`src/rtl/mem_wb_stage.sv`:
```
// MEM->WB pipeline register for the RV32I core: load byte/halfword extraction and
// extension, the four writeback mux candidates with select lines, and a retire counter.
module mem_wb_stage #(
  parameter int unsigned XLEN  = 32,
  parameter int unsigned CNT_W = 32
) (
  input  logic             clk,
  input  logic             rst_n,
  input  logic             in_valid,
  input  logic             stall,
  input  logic             flush,
  input  logic [XLEN-1:0]  alu_result,
  input  logic [XLEN-1:0]  mem_rdata,
  input  logic [XLEN-1:0]  pc_plus4,
  input  logic [XLEN-1:0]  imm,
  input  logic [2:0]       funct3,
  input  logic             is_load,
  input  logic [4:0]       rd_addr,
  input  logic             reg_write,
  input  logic             sel_op,
  input  logic [1:0]       sel_port,
  output logic             wb_valid,
  output logic [4:0]       wb_rd,
  output logic             wb_reg_write,
  output logic             wb_sel_op,
  output logic [1:0]       wb_sel_port,
  output logic [XLEN-1:0]  wb_port0,
  output logic [XLEN-1:0]  wb_port1,
  output logic [XLEN-1:0]  wb_port2,
  output logic [XLEN-1:0]  wb_port3,
  output logic             load_fault,
  output logic [CNT_W-1:0] retire_count
);

  localparam int unsigned BW = 8;
  localparam int unsigned HW = 16;

  logic [BW-1:0]   byte_c;
  logic [HW-1:0]   half_c;
  logic [XLEN-1:0] ld_data_c;
  logic            fault_c;

  // Lane selection from the low address bits.
  always_comb begin
    byte_c = mem_rdata[7:0];
    case (alu_result[1:0])
      2'd1:    byte_c = mem_rdata[15:8];
      2'd2:    byte_c = mem_rdata[23:16];
      2'd3:    byte_c = mem_rdata[31:24];
      default: byte_c = mem_rdata[7:0];
    endcase
    half_c = alu_result[1] ? mem_rdata[31:16] : mem_rdata[15:0];
  end

  // Size/sign decode; a faulting load returns zero so nothing stale reaches WB.
  always_comb begin
    ld_data_c = mem_rdata;
    fault_c   = 1'b0;
    if (is_load) begin
      case (funct3)
        3'b000:  ld_data_c = {{(XLEN-BW){byte_c[BW-1]}}, byte_c};
        3'b100:  ld_data_c = {{(XLEN-BW){1'b0}}, byte_c};
        3'b001: begin
          ld_data_c = {{(XLEN-HW){half_c[HW-1]}}, half_c};
          fault_c   = alu_result[0];
        end
        3'b101: begin
          ld_data_c = {{(XLEN-HW){1'b0}}, half_c};
          fault_c   = alu_result[0];
        end
        3'b010:  fault_c = |alu_result[1:0];
        default: fault_c = 1'b1;
      endcase
      if (fault_c) ld_data_c = '0;
    end
  end

  // Pipeline register: flush > stall > capture.
  always_ff @(posedge clk or negedge rst_n) begin
    if (!rst_n) begin
      wb_valid     <= 1'b0;
      wb_rd        <= '0;
      wb_reg_write <= 1'b0;
      wb_sel_op    <= 1'b0;
      wb_sel_port  <= '0;
      wb_port0     <= '0;
      wb_port1     <= '0;
      wb_port2     <= '0;
      wb_port3     <= '0;
      load_fault   <= 1'b0;
      retire_count <= '0;
    end else if (flush) begin
      wb_valid     <= 1'b0;
      wb_reg_write <= 1'b0;
      load_fault   <= 1'b0;
    end else if (!stall) begin
      wb_valid     <= in_valid;
      wb_rd        <= rd_addr;
      wb_reg_write <= in_valid & reg_write & ~fault_c;
      wb_sel_op    <= sel_op;
      wb_sel_port  <= sel_port;
      wb_port0     <= alu_result;
      wb_port1     <= ld_data_c;
      wb_port2     <= pc_plus4;
      wb_port3     <= imm;
      load_fault   <= in_valid & fault_c;
      retire_count <= retire_count + CNT_W'(in_valid);
    end
  end

endmodule

```
`config.mk`:
```
export PLATFORM = sky130hd
export DESIGN_NAME = mem_wb_stage
export DESIGN_NICKNAME = d
export VERILOG_FILES = /design/src/rtl/mem_wb_stage.sv
export SDC_FILE = /design/constraint.sdc
export NUM_CORES = 1
export LEC_CHECK = 0
export CORE_MARGIN = 2
export CORE_UTILIZATION = 45
export DETAILED_ROUTE_END_ITERATION = 7
export GPL_ROUTABILITY_DRIVEN = 0
export GPL_TIMING_DRIVEN = 1
export PLACE_DENSITY = 0.95
export SLEW_MARGIN = 20
export SYNTH_ARGS = -nofsm -noshare
export SYNTH_HDL_FRONTEND = slang
export SYNTH_SLANG_ARGS = --single-unit
```
`constraint.sdc`:
```
create_clock -name clk -period 3.8 [get_ports clk]
set_input_delay 0.57 -clock clk [delete_from_list [all_inputs] [get_ports clk]]
set_output_delay 0.57 -clock clk [all_outputs]
set_load 0.01 [all_outputs]
```
Word-level counts from Yosys, hierarchy flattened
Cells that the tools add are included.
{"block": "totals", "register_bits": 171, "output_inout_bits": 171, "input_bits": 146}
{"block": "op_classes", "add_sub_neg": 1, "n_reduce_logical": 5, "n_bitwise": 6, "muxes": 14, "eq_ne": 8}
{"operator": "$pmux W32 S4", "count": 1}
{"operator": "$mux W32", "count": 2}
{"operator": "$add A32 B1 Y32", "count": 1}
{"operator": "$pmux W8 S3", "count": 1}
{"operator": "$mux W16", "count": 1}
{"operator": "$mux W1", "count": 8}
{"operator": "$eq A3 B3 Y1 const B", "count": 2}
{"operator": "$reduce_or A2 Y1", "count": 3}
{"operator": "$eq A2 B2 Y1 const B", "count": 2}
{"operator": "$and A1 B1 Y1", "count": 3}
{"operator": "$eq A3 B1 Y1 const B", "count": 1}
{"operator": "$eq A3 B2 Y1 const B", "count": 1}
{"operator": "$logic_not A3 Y1", "count": 1}
{"operator": "$not A1 Y1", "count": 3}
{"operator": "$pmux W1 S3", "count": 1}
{"operator": "$eq A2 B1 Y1 const B", "count": 1}
{"operator": "$ne A2 B1 Y1 const B", "count": 1}
{"operator": "$reduce_and A2 Y1", "count": 1}

Longest topological paths before layout
{"block": "depth", "ltp_word": 9, "mapped_depth": 6, "mapped_depth_nobuf": 6}

Worst setup path before layout
Ideal clock, no wire load.
{"block": "synth_path", "path_kind": "in2reg", "startpoint": "in in_valid", "endpoint": "reg retire_count[28]", "t_arrival_ps": 2137, "stages": 6, "setup_time_ps": 126, "n_path_buf": 0, "path_slack_ps": 1538, "cell_sequence": "ha_1 ha_1 or3b_2 nor4_4 nand4_1 xnor2_1"}
{"block": "synth_between", "elab_chain_cells": 1}
{"element": "start, declared", "line_no": "9", "text": "input logic in_valid,"}
{"element": "$add A32 B1 Y32", "line_no": "107", "text": "retire_count <= retire_count + CNT_W'(in_valid);"}
{"element": "end signal, assigned", "line_no": "107"}
{"element": "end, declared", "line_no": "32", "text": "output logic [CNT_W-1:0] retire_count"}
No other way between the ends.
A chain may end at the register's enable or synchronous reset.

Worst setup path after layout
{"block": "layout_path", "startpoint": "in alu_result[1]", "endpoint": "reg wb_port1[26]"}
{"block": "layout_between", "elab_chain_cells": 5, "word_cells_on_any_way": 11, "cone_classes": "eq/ne (3); mux (7); reduce/logical (1)"}
{"element": "start, declared", "line_no": "12", "text": "input logic [XLEN-1:0] alu_result,"}
{"element": "$eq A2 B2 Y1 (tied with other cells)", "line_no": "46", "text": "case (alu_result[1:0])"}
{"element": "$pmux W8 S3 or $pmux W1 S3 (tied branches)", "line_no": "46, 60"}
{"element": "$pmux W32 S4 or $mux W1 (tied branches)", "line_no": "60, 59"}
{"element": "$mux W32 (*)", "line_no": "74", "text": "if (fault_c) ld_data_c = '0;"}
{"element": "$mux W32 (*)", "line_no": "59", "text": "if (is_load) begin"}
{"element": "end signal, assigned", "line_no": "103", "text": "wb_port1 <= ld_data_c;"}
{"element": "end, declared", "line_no": "28", "text": "output logic [XLEN-1:0] wb_port1,"}
Mark *: on every way between the ends. The rest lies on a longest branch, timed or not. The select of a mux whose other input is x is not followed.

==> summary.md <==
| Metric | Value |
|---|---|
| H-tree levels | 4 |
| Max VDD drop | 0.322 mV |
| XOR/XNOR Fraction of Synth Area | 3.62% |
| CTS tree | done |
| Avg WL per Cell | between 15 and 20 um |
| RSZ-0062 raised after global routing | false |
| Grt ovf | 0 |
| Power per cell area | roughly 450 mW/mm2 |
| Hold Fails Final Rpt | 0 |
| Initial Util | 45.9% |
| Antenna viol nets, final | 0 |
| Initial antenna violation count | 0 |
| Simple-gate share of the synthesized area | 26.5% |
| Critical Path End Type | flop |
| Aggregate routed wire length | 22600 um |
| Dpl ws | around 0.51 ns |
| Vias in the first global route | 6600 |
| Clock Path Buffers | 2 |
| Top-area cell type share of the netlist area | between 50% and 60% |
| Post-CTS resize count | 0 |
| Crit-path max cell delay | 0.78 ns |
| Post-route clock period utilization | 76.0% |
| Synth top area cells | dfrtp_1 (59%), nand2_1 (18%), o21ai_0 (3.4%), xnor2_1 (3.0%), nor2_1 (2.5%) |
| Crit Path Max Fanout | 12 |
| CP max stage cell | clkdlybuf4s50_1 |
| Seq/Total Area, Yosys | between 50% and 60% |
| FMAX | roughly 350 MHz |
| Number of port buffers | roughly 320 |
| Crit path kind | in -> reg |
| Cells after Synth | just over 800 |
| N_diodes | 0 |
| Yosys reg bits | 171 |
| Worst hold path type | in -> async |
| Most common cell in the netlist | nand2_1 |
| Largest family of logic cells by synthesized area | simple AND/OR/NAND/NOR gates |
| Area leader, netlist | dfrtp_1 |
| Crit path cell chain | clkdlybuf4s50_1 -> mux4_2 -> and2_1 -> o211ai_1 -> buf_4 -> o21ai_0 |
| Die width | 131 um |
| Residual DRC | 0 |
| Leak pwr | 5.25 nW |
| Worst skew pair latency | 0.42 ns |
| CTS root buffer | clkbuf_16 |
| Clock-pin slew of the registers on the worst-case setup and hold paths | 0.07 ns |
| # Post-CTS Setup Buffers | 0 |
| # IOs | 317 |
| CP startpoint kind | primary input |
| Multiplexer share of the synthesized area | 1.41% |
| Largest net degree at the start of global routing | roughly 100 |
| Cell Area, Synth | 0.00727 mm2 |
| Fin cells | 1342 |
| Full die area | about 0.017 mm2 |
| Max-slew headroom | 40.3% |
| Critical Path AT | 3.19 ns |
| Share of cells above drive strength 1 | around 4.4% |
| WP buf/inv | 2 |
| Die Y | 131 um |
| Final setup fails | 0 |
| Fin crit period | 2.89 ns |
| Post-synth top cells | nand2_1 (351), dfrtp_1 (171), o21ai_0 (49) |
| Final Max Tran Viols | 0 |
| Hold-fix buffers at CTS | 0 |
| Tot Pwr | 5.01 mW |
| Area growth from synthesis to layout | 54.7% |
| Drt initial violations | approximately 530 |
| CP top delay family | buffers and inverters |
| Worst slew pin tran | 0.895 ns |
| Core Region | approximately 0.016 mm2 |
| Post-synth ARST share | 100% |
| Hpwl dp | approximately 16000 um |
| Synth cell types | 39 |
| Status | complete, no violations |
| WP data required | between 4 and 5 ns |
| Post-Route Skew | 0.00510 ns |
| Setup slack after layout | between 0.9 and 1 ns |
| Layout net count | 1261 |
| First-pass GRT wire length | 33800 um |
| Post-Synth Adder-Cell Area | 0.344% |
| Routed via count | a little under 7000 |
| Synth Area in Compound Gates | 6.61% |
| Fin Hold WS | 0.232 ns |
| TritonCTS buffer count | 17 |
| Avg Cell Area, Syn | 9.02 um2 |
| Post-synth top flop | dfrtp_1 |
| DRT Pass-1 Iters | 5 |
| Post-DP Area | 0.0107 mm2 |
| # placed instances | ~1300 |
| Sink Count | 171 |
| Setup tns final | 0 ns |
| Avg Vias per Cell | 5.07 |
| Total track usage | 25.7% |
| Max Cap Viol | 0 |
| Cell Rows | 46 |
| Yosys Warn Count | 0 |
| Final instance area | 0.0112 mm2 |
| Core Util, Final | ~71% |
| EDFF count, synth | 0 |
| Synth Net Count | 954 |
-- placed cells by master, fill, tap and decap left out, types with 11 or more instances in the layout --
master,count
dfrtp_1,171
inv_1,11
xnor2_1,25
clkdlybuf4s50_1,315
o21ai_0,49
nand3_1,13
nor2b_1,17
nand2_1,351
nor2_1,47
o31ai_1,16
clkbuf_16,17
-- metal layers --
metal / track usage, % / share of wire [%]
met5: 0 / 0
met4: 10.2 / 2.8
met3: 8.36 / 9.0
met2: 43.9 / 50
met1: 30.1 / 38
-- kinds of logic after synthesis --
family | after synthesis
buffers and inverters | 51
AOI/OAI and AO/OA | 83
muxes | 9
DFF | 171
and+or+nand+nor | 460
adders and majority gates | 2
xor gates and xnor gates | 30
-- area by class of cell --
cell class	instances	area [um2]
clock buffer	22	444
clock inverter	10	144
fill	1119	4580
inverter	12	45.0
multi-input combinational	584	2810
sequential	171	4280
tap	216	270
timing repair buffer	327	3260
-- worst register-to-register path, stage by stage, from the launching register on --
cell and delay [ns]:
dfrtp_1 0.37, ha_1 0.20, ha_1 0.15, or3b_2 0.50
nor4_4 0.63, nand4_1 0.19, xnor2_1 0.17
-- registers in the layout, indices dropped and copies added (netlist names) --
register / count
wb_port1: 32
wb_port3: 32
retire_count: 32
wb_valid: 1
wb_reg_write: 1
wb_port0: 32
wb_sel_port: 2
wb_rd: 5
load_fault: 1
wb_sel_op: 1
wb_port2: 32
-- where the power goes --
group / total, mW / leakage (nW) / internal (mW) / switching, mW
registers: 2.17 / 2.17 / 2.03 / 0.140
logic: 1.09 / 2.79 / 0.599 / 0.489
clock network: 1.76 / 0.286 / 1.04 / 0.720
-- final timing paths --
path | from | end | slack, ns | cells after the start
max | alu_result[1] | wb_port1[26]$_DFFE_PN0P_ | 0.91 | 6
min | rst_n | retire_count[19]$_DFFE_PN0P_ | 0.23 | 1
max reg2reg | retire_count[0]$_DFFE_PN0P_ | retire_count[28]$_DFFE_PN0P_ | 1.47 | 6
min reg2reg | wb_port3[21]$_DFFE_PN0P_ | wb_port3[21]$_DFFE_PN0P_ | 0.47 | 2
max in group asynchronous | rst_n | wb_port1[25]$_DFFE_PN0P_ | 2.77 | 2
min in group clk | wb_port3[21]$_DFFE_PN0P_ | wb_port3[21]$_DFFE_PN0P_ | 0.47 | 2
No activity file was read; power rests on OpenSTA's default activity.
